### src/rtl/ifetch_pkg.sv
// ifetch_pkg: shared types and constants for the instruction-fetch PC controller.
// Contents: FSM state encoding, default reset PC, PC increment and a PC+4 helper.
// Latency/backpressure: n/a (declarations only).
package ifetch_pkg;

  // HALT is only reachable when IFETCH_ALIGN_CHECK_EN is defined.
  typedef enum logic [1:0] {
    FETCH = 2'd0,
    EXEC  = 2'd1,
    HALT  = 2'd2
  } state_t;

  localparam logic [31:0] RESET_PC_DFLT = 32'h0000_0000;
  localparam logic [31:0] PC_INC        = 32'd4;

  // Sequential successor of a PC; wraps modulo 2^32.
  function automatic logic [31:0] pc_plus_inc(input logic [31:0] pc);
    return pc + PC_INC;
  endfunction

endpackage

### src/rtl/ifetch_next_pc.sv
// ifetch_next_pc: next-PC selection (Jr > Jmp/Jal > taken branch > PC+4).
// Ports: pc, instr_index (Instruction[25:0]), execute results and jump controls in;
//        pc_plus4 and next_pc out. Purely combinational, zero latency, no backpressure.
module ifetch_next_pc
  import ifetch_pkg::*;
(
  input  logic [31:0] pc,
  input  logic [25:0] instr_index,
  input  logic [31:0] Addr_result,
  input  logic        Zero,
  input  logic [31:0] Read_data_1,
  input  logic        Branch,
  input  logic        nBranch,
  input  logic        Jmp,
  input  logic        Jal,
  input  logic        Jr,
  output logic [31:0] pc_plus4,
  output logic [31:0] next_pc
);

  logic [31:0] jump_target;
  logic [31:0] jr_target;
  logic        branch_taken;

  assign pc_plus4     = pc_plus_inc(pc);
  // Pseudo-direct jump: keep the region bits of PC+4, word index from the instruction.
  assign jump_target  = {pc_plus4[31:28], instr_index, 2'b00};
  // Register targets are word-aligned by masking; misalignment is flagged upstream if enabled.
  assign jr_target    = Read_data_1 & ~32'h0000_0003;
  // Branch and nBranch together is illegal; the OR of both taken terms falls out naturally.
  assign branch_taken = (Branch & Zero) | (nBranch & ~Zero);

  always_comb begin
    next_pc = pc_plus4;
    if (Jr) begin
      next_pc = jr_target;
    end else if (Jmp | Jal) begin
      next_pc = jump_target;
    end else if (branch_taken) begin
      next_pc = Addr_result;
    end
  end

endmodule

### src/rtl/ifetch_pc_ctrl.sv
// ifetch_pc_ctrl: PC owner and instruction fetch (FETCH <-> EXEC FSM) feeding decode/execute.
// Latency: >=1 cycle per fetch (imem_req until imem_ready), then >=1 EXEC cycle per instruction.
// Backpressure: imem side waits on imem_ready; execute holds the instruction with stall.
// Ports: clock/reset (sync, active-low); imem_req/imem_addr/imem_ready/imem_rdata fetch port;
//        Instruction/instr_valid/branch_base_addr/pc_out to execute; Addr_result, Zero,
//        Read_data_1, Branch, nBranch, Jmp, Jal, Jr, stall from execute; link_addr for jal.
// Optional: IFETCH_ALIGN_CHECK_EN adds sticky addr_err and a HALT state on misaligned Jr.
module ifetch_pc_ctrl
  import ifetch_pkg::*;
#(
  parameter logic [31:0] RESET_PC = RESET_PC_DFLT,
  parameter int          ADDR_W   = 14
) (
  input  logic              clock,
  input  logic              reset,
  input  logic [31:0]       Addr_result,
  input  logic              Zero,
  input  logic [31:0]       Read_data_1,
  input  logic              Branch,
  input  logic              nBranch,
  input  logic              Jmp,
  input  logic              Jal,
  input  logic              Jr,
  input  logic              stall,
  output logic              imem_req,
  output logic [ADDR_W-1:0] imem_addr,
  input  logic              imem_ready,
  input  logic [31:0]       imem_rdata,
  output logic [31:0]       Instruction,
  output logic              instr_valid,
  output logic [31:0]       branch_base_addr,
  output logic [31:0]       link_addr,
`ifdef IFETCH_ALIGN_CHECK_EN
  output logic              addr_err,
`endif
  output logic [31:0]       pc_out
);

  state_t      state;
  state_t      state_nxt;
  logic [31:0] pc;
  logic [31:0] pc_plus4;
  logic [31:0] next_pc;
  logic        pc_ld;
  logic        instr_ld;
  logic        link_ld;
  logic        req_c;
  logic        valid_c;
`ifdef IFETCH_ALIGN_CHECK_EN
  logic        err_set;
  logic        jr_misaligned;

  assign jr_misaligned = Jr & (Read_data_1[1:0] != 2'b00);
`endif

  ifetch_next_pc u_next_pc (
    .pc          (pc),
    .instr_index (Instruction[25:0]),
    .Addr_result (Addr_result),
    .Zero        (Zero),
    .Read_data_1 (Read_data_1),
    .Branch      (Branch),
    .nBranch     (nBranch),
    .Jmp         (Jmp),
    .Jal         (Jal),
    .Jr          (Jr),
    .pc_plus4    (pc_plus4),
    .next_pc     (next_pc)
  );

  // Next-state and per-cycle enables.
  always_comb begin
    state_nxt = state;
    pc_ld     = 1'b0;
    instr_ld  = 1'b0;
    link_ld   = 1'b0;
    req_c     = 1'b0;
    valid_c   = 1'b0;
`ifdef IFETCH_ALIGN_CHECK_EN
    err_set   = 1'b0;
`endif
    case (state)
      FETCH: begin
        req_c = 1'b1;
        if (imem_ready) begin
          instr_ld  = 1'b1;
          state_nxt = EXEC;
        end
      end
      EXEC: begin
        valid_c = 1'b1;
        if (!stall) begin
`ifdef IFETCH_ALIGN_CHECK_EN
          if (jr_misaligned) begin
            // PC is frozen on the faulting instruction for post-mortem inspection.
            err_set   = 1'b1;
            state_nxt = HALT;
          end else begin
            pc_ld     = 1'b1;
            link_ld   = Jal;
            state_nxt = FETCH;
          end
`else
          pc_ld     = 1'b1;
          link_ld   = Jal;
          state_nxt = FETCH;
`endif
        end
      end
`ifdef IFETCH_ALIGN_CHECK_EN
      HALT: begin
        state_nxt = HALT;
      end
`endif
      default: begin
        state_nxt = FETCH;
      end
    endcase
  end

  always_ff @(posedge clock) begin
    if (!reset) begin
      state       <= FETCH;
      pc          <= RESET_PC;
      Instruction <= 32'h0;
      link_addr   <= 32'h0;
`ifdef IFETCH_ALIGN_CHECK_EN
      addr_err    <= 1'b0;
`endif
    end else begin
      state <= state_nxt;
      if (pc_ld) begin
        pc <= next_pc;
      end
      if (instr_ld) begin
        Instruction <= imem_rdata;
      end
      if (link_ld) begin
        link_addr <= pc_plus4;
      end
`ifdef IFETCH_ALIGN_CHECK_EN
      if (err_set) begin
        addr_err <= 1'b1;
      end
`endif
    end
  end

  // The request is masked while reset is held so a stale FETCH state never reaches memory.
  assign imem_req         = req_c & reset;
  assign imem_addr        = pc[ADDR_W+1:2];
  assign instr_valid      = valid_c;
  assign branch_base_addr = pc_plus4;
  assign pc_out           = pc;

endmodule

### config.mk
export PLATFORM = sky130hd
export DESIGN_NAME = ifetch_pc_ctrl
export DESIGN_NICKNAME = d
export VERILOG_FILES = /design/src/rtl/ifetch_pkg.sv /design/src/rtl/ifetch_next_pc.sv /design/src/rtl/ifetch_pc_ctrl.sv
export SDC_FILE = /design/constraint.sdc
export NUM_CORES = 1
export LEC_CHECK = 0
export CAP_MARGIN = 20
export CELL_PAD_IN_SITES_DETAIL_PLACEMENT = 1
export CELL_PAD_IN_SITES_GLOBAL_PLACEMENT = 1
export CORE_MARGIN = 10
export CORE_UTILIZATION = 39
export DETAILED_ROUTE_END_ITERATION = 16
export DONT_BUFFER_PORTS = 1
export MAX_ROUTING_LAYER = met4
export PLACE_DENSITY_LB_ADDON = 0.1
export RECOVER_POWER = 100
export SYNTH_ARGS = -nofsm -noshare
export SYNTH_HDL_FRONTEND = slang
export SYNTH_SLANG_ARGS = --single-unit
export TNS_END_PERCENT = 20
### constraint.sdc
create_clock -name clock -period 2.1 [get_ports clock]
set_input_delay 0.42 -clock clock [delete_from_list [all_inputs] [get_ports clock]]
set_output_delay 0.42 -clock clock [all_outputs]
set_load 0.01 [all_outputs]
==> results.sh <==
export IMPL_viasPerCell=5.77
export IMPL_drv_slew=0
export IMPL_coreArea_sq_um=12500
export IMPL_crit_family="buffers and inverters"
export IMPL_start_kind="register"
export IMPL_hold_violations=0
export IMPL_hold_path_depth=1
export IMPL_ioPinCount=250
export IMPL_htreeDepth=3
export IMPL_maxCapViolCount=0
export IMPL_timing_critical_path_slowest_cell_delay_ps=330
export IMPL_grt_setup_unrepaired="true"
export IMPL_crit_start="pc_out[14]"
export IMPL_tritoncts="yes"
export IMPL_fin_crit_ps=2470
export IMPL_grt_pass1_wl_microns=32900
export IMPL_hp_start="imem_ready"
export IMPL_synth_async_sr_flop_share_pct=0
export IMPL_synth_warnings=0
export IMPL_cts_buffers_inserted=9
export IMPL_fin_skew_ps=6.25
export IMPL_clkSinkCount=97
export IMPL_track_usage_pct=24.4
export IMPL_syn_inst=661
export IMPL_ff2ff_path_depth=9
export IMPL_synth_fp_nets=768
export IMPL_arrival_ps=2050
export IMPL_syn2layout_area_growth_pct=26.2
export IMPL_clkLatencyLatePin_ps=350
export IMPL_grt_pass1_vias=5362
export IMPL_wire_per_inst_microns=24.9
export IMPL_path_buf_inv=3
export IMPL_fillCellCount=1568
export IMPL_rows=41
export IMPL_fin_crit_sh_pct=117
export IMPL_failed_checks="negative setup slack"
export IMPL_routed_wl_microns=22300
export IMPL_overflow=0
export IMPL_synth_cell_types=67
export IMPL_antenna_found_initial=4
export IMPL_fin_nets=823
export IMPL_first_pass_iters=5
export IMPL_fp_dieW_microns=133
export IMPL_setup_viol=24
export IMPL_synth_edff_count=0
export IMPL_ant_nets=0
export IMPL_ys_seq_area_share_pct=39.2
export IMPL_p_total_mw=4.21
export IMPL_ir_worst_vdd_mv=0.300
export IMPL_outcome="complete, but fails checks"
export IMPL_via_count=5172
export IMPL_leakagePower_nw=2.50
export IMPL_die_y_microns=133
export IMPL_cts_root_buf="clkbuf_16"
export IMPL_cp_end_kind="primary output"
export IMPL_worstPathRequired_ps=1680
export IMPL_r2r_end="pc_out[26]"
export IMPL_dp_hpwl_microns=17200
export IMPL_synthFlopType="dfxtp_1"
export IMPL_power_density_nw_per_um2=672
export IMPL_worstMarginPinSlew_ps=615
export IMPL_drc_errors=0
export IMPL_worst_hold_slack_ps=184
export IMPL_grt_max_degree=47
export IMPL_critPathSlowestCell="dfxtp_2"
export IMPL_crit_fanout=4
export IMPL_r2r_start="pc_out[14]"
export IMPL_drive_above_1_share_pct=24.6
export IMPL_holdPathEnd="state[0]"
export IMPL_initial_utilization_pct=39.6
export IMPL_place_congestion=0.958
export IMPL_slew_headroom_pct=59.0
export IMPL_layout_setup_ws_ps=-367
export IMPL_hp_class="input port to register"
export IMPL_cpMostUsedCell="buf_4"
export IMPL_fp_dieArea_sq_um=17600
export IMPL_clk_pin_slew_ps=60
export IMPL_fmax_mhz=405
export IMPL_worstSetupPathType="register to primary output"
export IMPL_clockBufferDepth=2
export IMPL_crit_chain="nand4_1, buf_4, nor4_4, buf_4, nand4_1, xnor2_1, buf_4"
export IMPL_numPortBuffers=0
export IMPL_drt_iter0_drc=281
export IMPL_synth_cell_area_sq_um=4960
export IMPL_r2r_slack_ps=-10
export IMPL_synth_seq_cells=97
export IMPL_syn_avg_cell_area_sq_um=7.50
[Yosys cell counts, types with 7 or more instances]
master | number | area [sq um]
nand2_1 | 124 | 465
dfxtp_1 | 97 | 1940
a21oi_1 | 73 | 365
nor2_1 | 63 | 236
o21ai_0 | 53 | 265
clkbuf_1 | 44 | 165
nand3_1 | 23 | 115
xnor2_1 | 20 | 175
buf_4 | 16 | 120
inv_1 | 14 | 52.6
nor3_1 | 13 | 65.1
a211oi_1 | 12 | 90.1
xor2_1 | 8 | 70.1
or3_1 | 7 | 43.8
[how the worst max path moves through the flow]
stage,endpoint,cells after the start
2_1_floorplan,branch_base_addr[25],5
3_3_place_gp,branch_base_addr[22],7
3_5_place_dp,branch_base_addr[22],7
4_1_cts,branch_base_addr[26],6
5_1_grt,branch_base_addr[28],6
6_report,branch_base_addr[28],7
[area by class of cell]
type,count,area [sq um],share of cell area [%]
well taps,172,215,3.44
repair buffers,105,767,12.3
flip-flops and latches,97,1950,31.2
multi-input cells,488,3000,47.9
clock buffers,11,243,3.88
clock inverters,4,20.0,0.320
inverters,15,56.3,0.899
diodes,4,10.0,0.160
[placed cells by master, fill, tap and decap left out, types with 6 or more instances in the layout]
cell type	netlist	final
nor2_4	1	6
nand2_1	124	121
or3_1	7	7
a211oi_1	12	12
clkbuf_1	44	13
a21oi_1	73	73
nand2b_1	6	6
buf_4	16	85
nand3_1	23	19
clkbuf_16	0	9
nor3_1	13	12
dfxtp_1	97	90
o211ai_1	6	6
xnor2_1	20	6
nor2_1	63	55
buf_6	0	7
xnor2_2	0	13
dfxtp_2	0	6
o21ai_0	53	52
inv_1	14	12
[worst register-to-register path: stages, from the launching register on]
cell and delay, ps:
dfxtp_2 330, nand4_1 180, buf_4 200, nor4_4 210, and2_4 220, nand4_1 150, buf_4 210, buf_4 140
a41o_1 170, a32o_1 200
[flip-flops by register name (all words and copies together), names as in the netlist]
| name | flops |
|---|---|
| link_addr | 32 |
| state | 1 |
| pc_out | 32 |
| Instruction | 32 |
[layer usage]
metal | up-vias | global-route usage (%) | part of all wire (%)
li1 | 2402 | - | -
met1 | 2494 | 29.1 | 42
met2 | 249 | 37.8 | 46
met3 | 27 | 9.16 | 11
met4 | 0 | 6.72 | 1.4
met5 | - | - | 0
[what timing repair did]
| item | 4_1_cts | 5_1_grt |
|---|---|---|
| setup buffers | 17 | 5 |
| hold buffers | 0 | 0 |
| pin swaps | 26 | 20 |
| gates resized for setup | 38 | 29 |
| endpoints found under the setup margin | 27 | 32 |
| gates cloned | 0 | 0 |
[through the flow]
stage	utilization (%)	TNS [ps]	setup WS, ps	std cells	cell area [sq um]
2_1_floorplan	-	-19.9	-18.1	661	5000
3_3_place_gp	44.4	-88.9	-88.9	855	5560
3_5_place_dp	44.4	-470	-236	855	5560
4_1_cts	49.0	-4520	-329	887	6130
5_1_grt	50.0	-6920	-451	896	6260
6_report	50.0	-4810	-367	896	6260
[kinds of logic after synthesis]
logic type,count (synthesis),share of synthesized area [%]
AO/OA/AOI/OAI,189,23.6
XOR/XNOR,28,4.94
adder cells (fa/ha/maj),1,0.252
buffers and inverters,76,6.96
flip-flops,97,39.2
multiplexers,2,0.429
AND/OR/NAND/NOR,268,24.7
[power by group]
part / leakage, nW / total [mW] / internal, mW / switching, mW
Sequential: 0.795 / 2.04 / 1.93 / 0.115
Clock: 0.135 / 1.54 / 0.822 / 0.714
Combinational: 1.57 / 0.625 / 0.225 / 0.400
Total: 2.50 / 4.21 / 2.98 / 1.23
(Power assumes the default switching activity.)
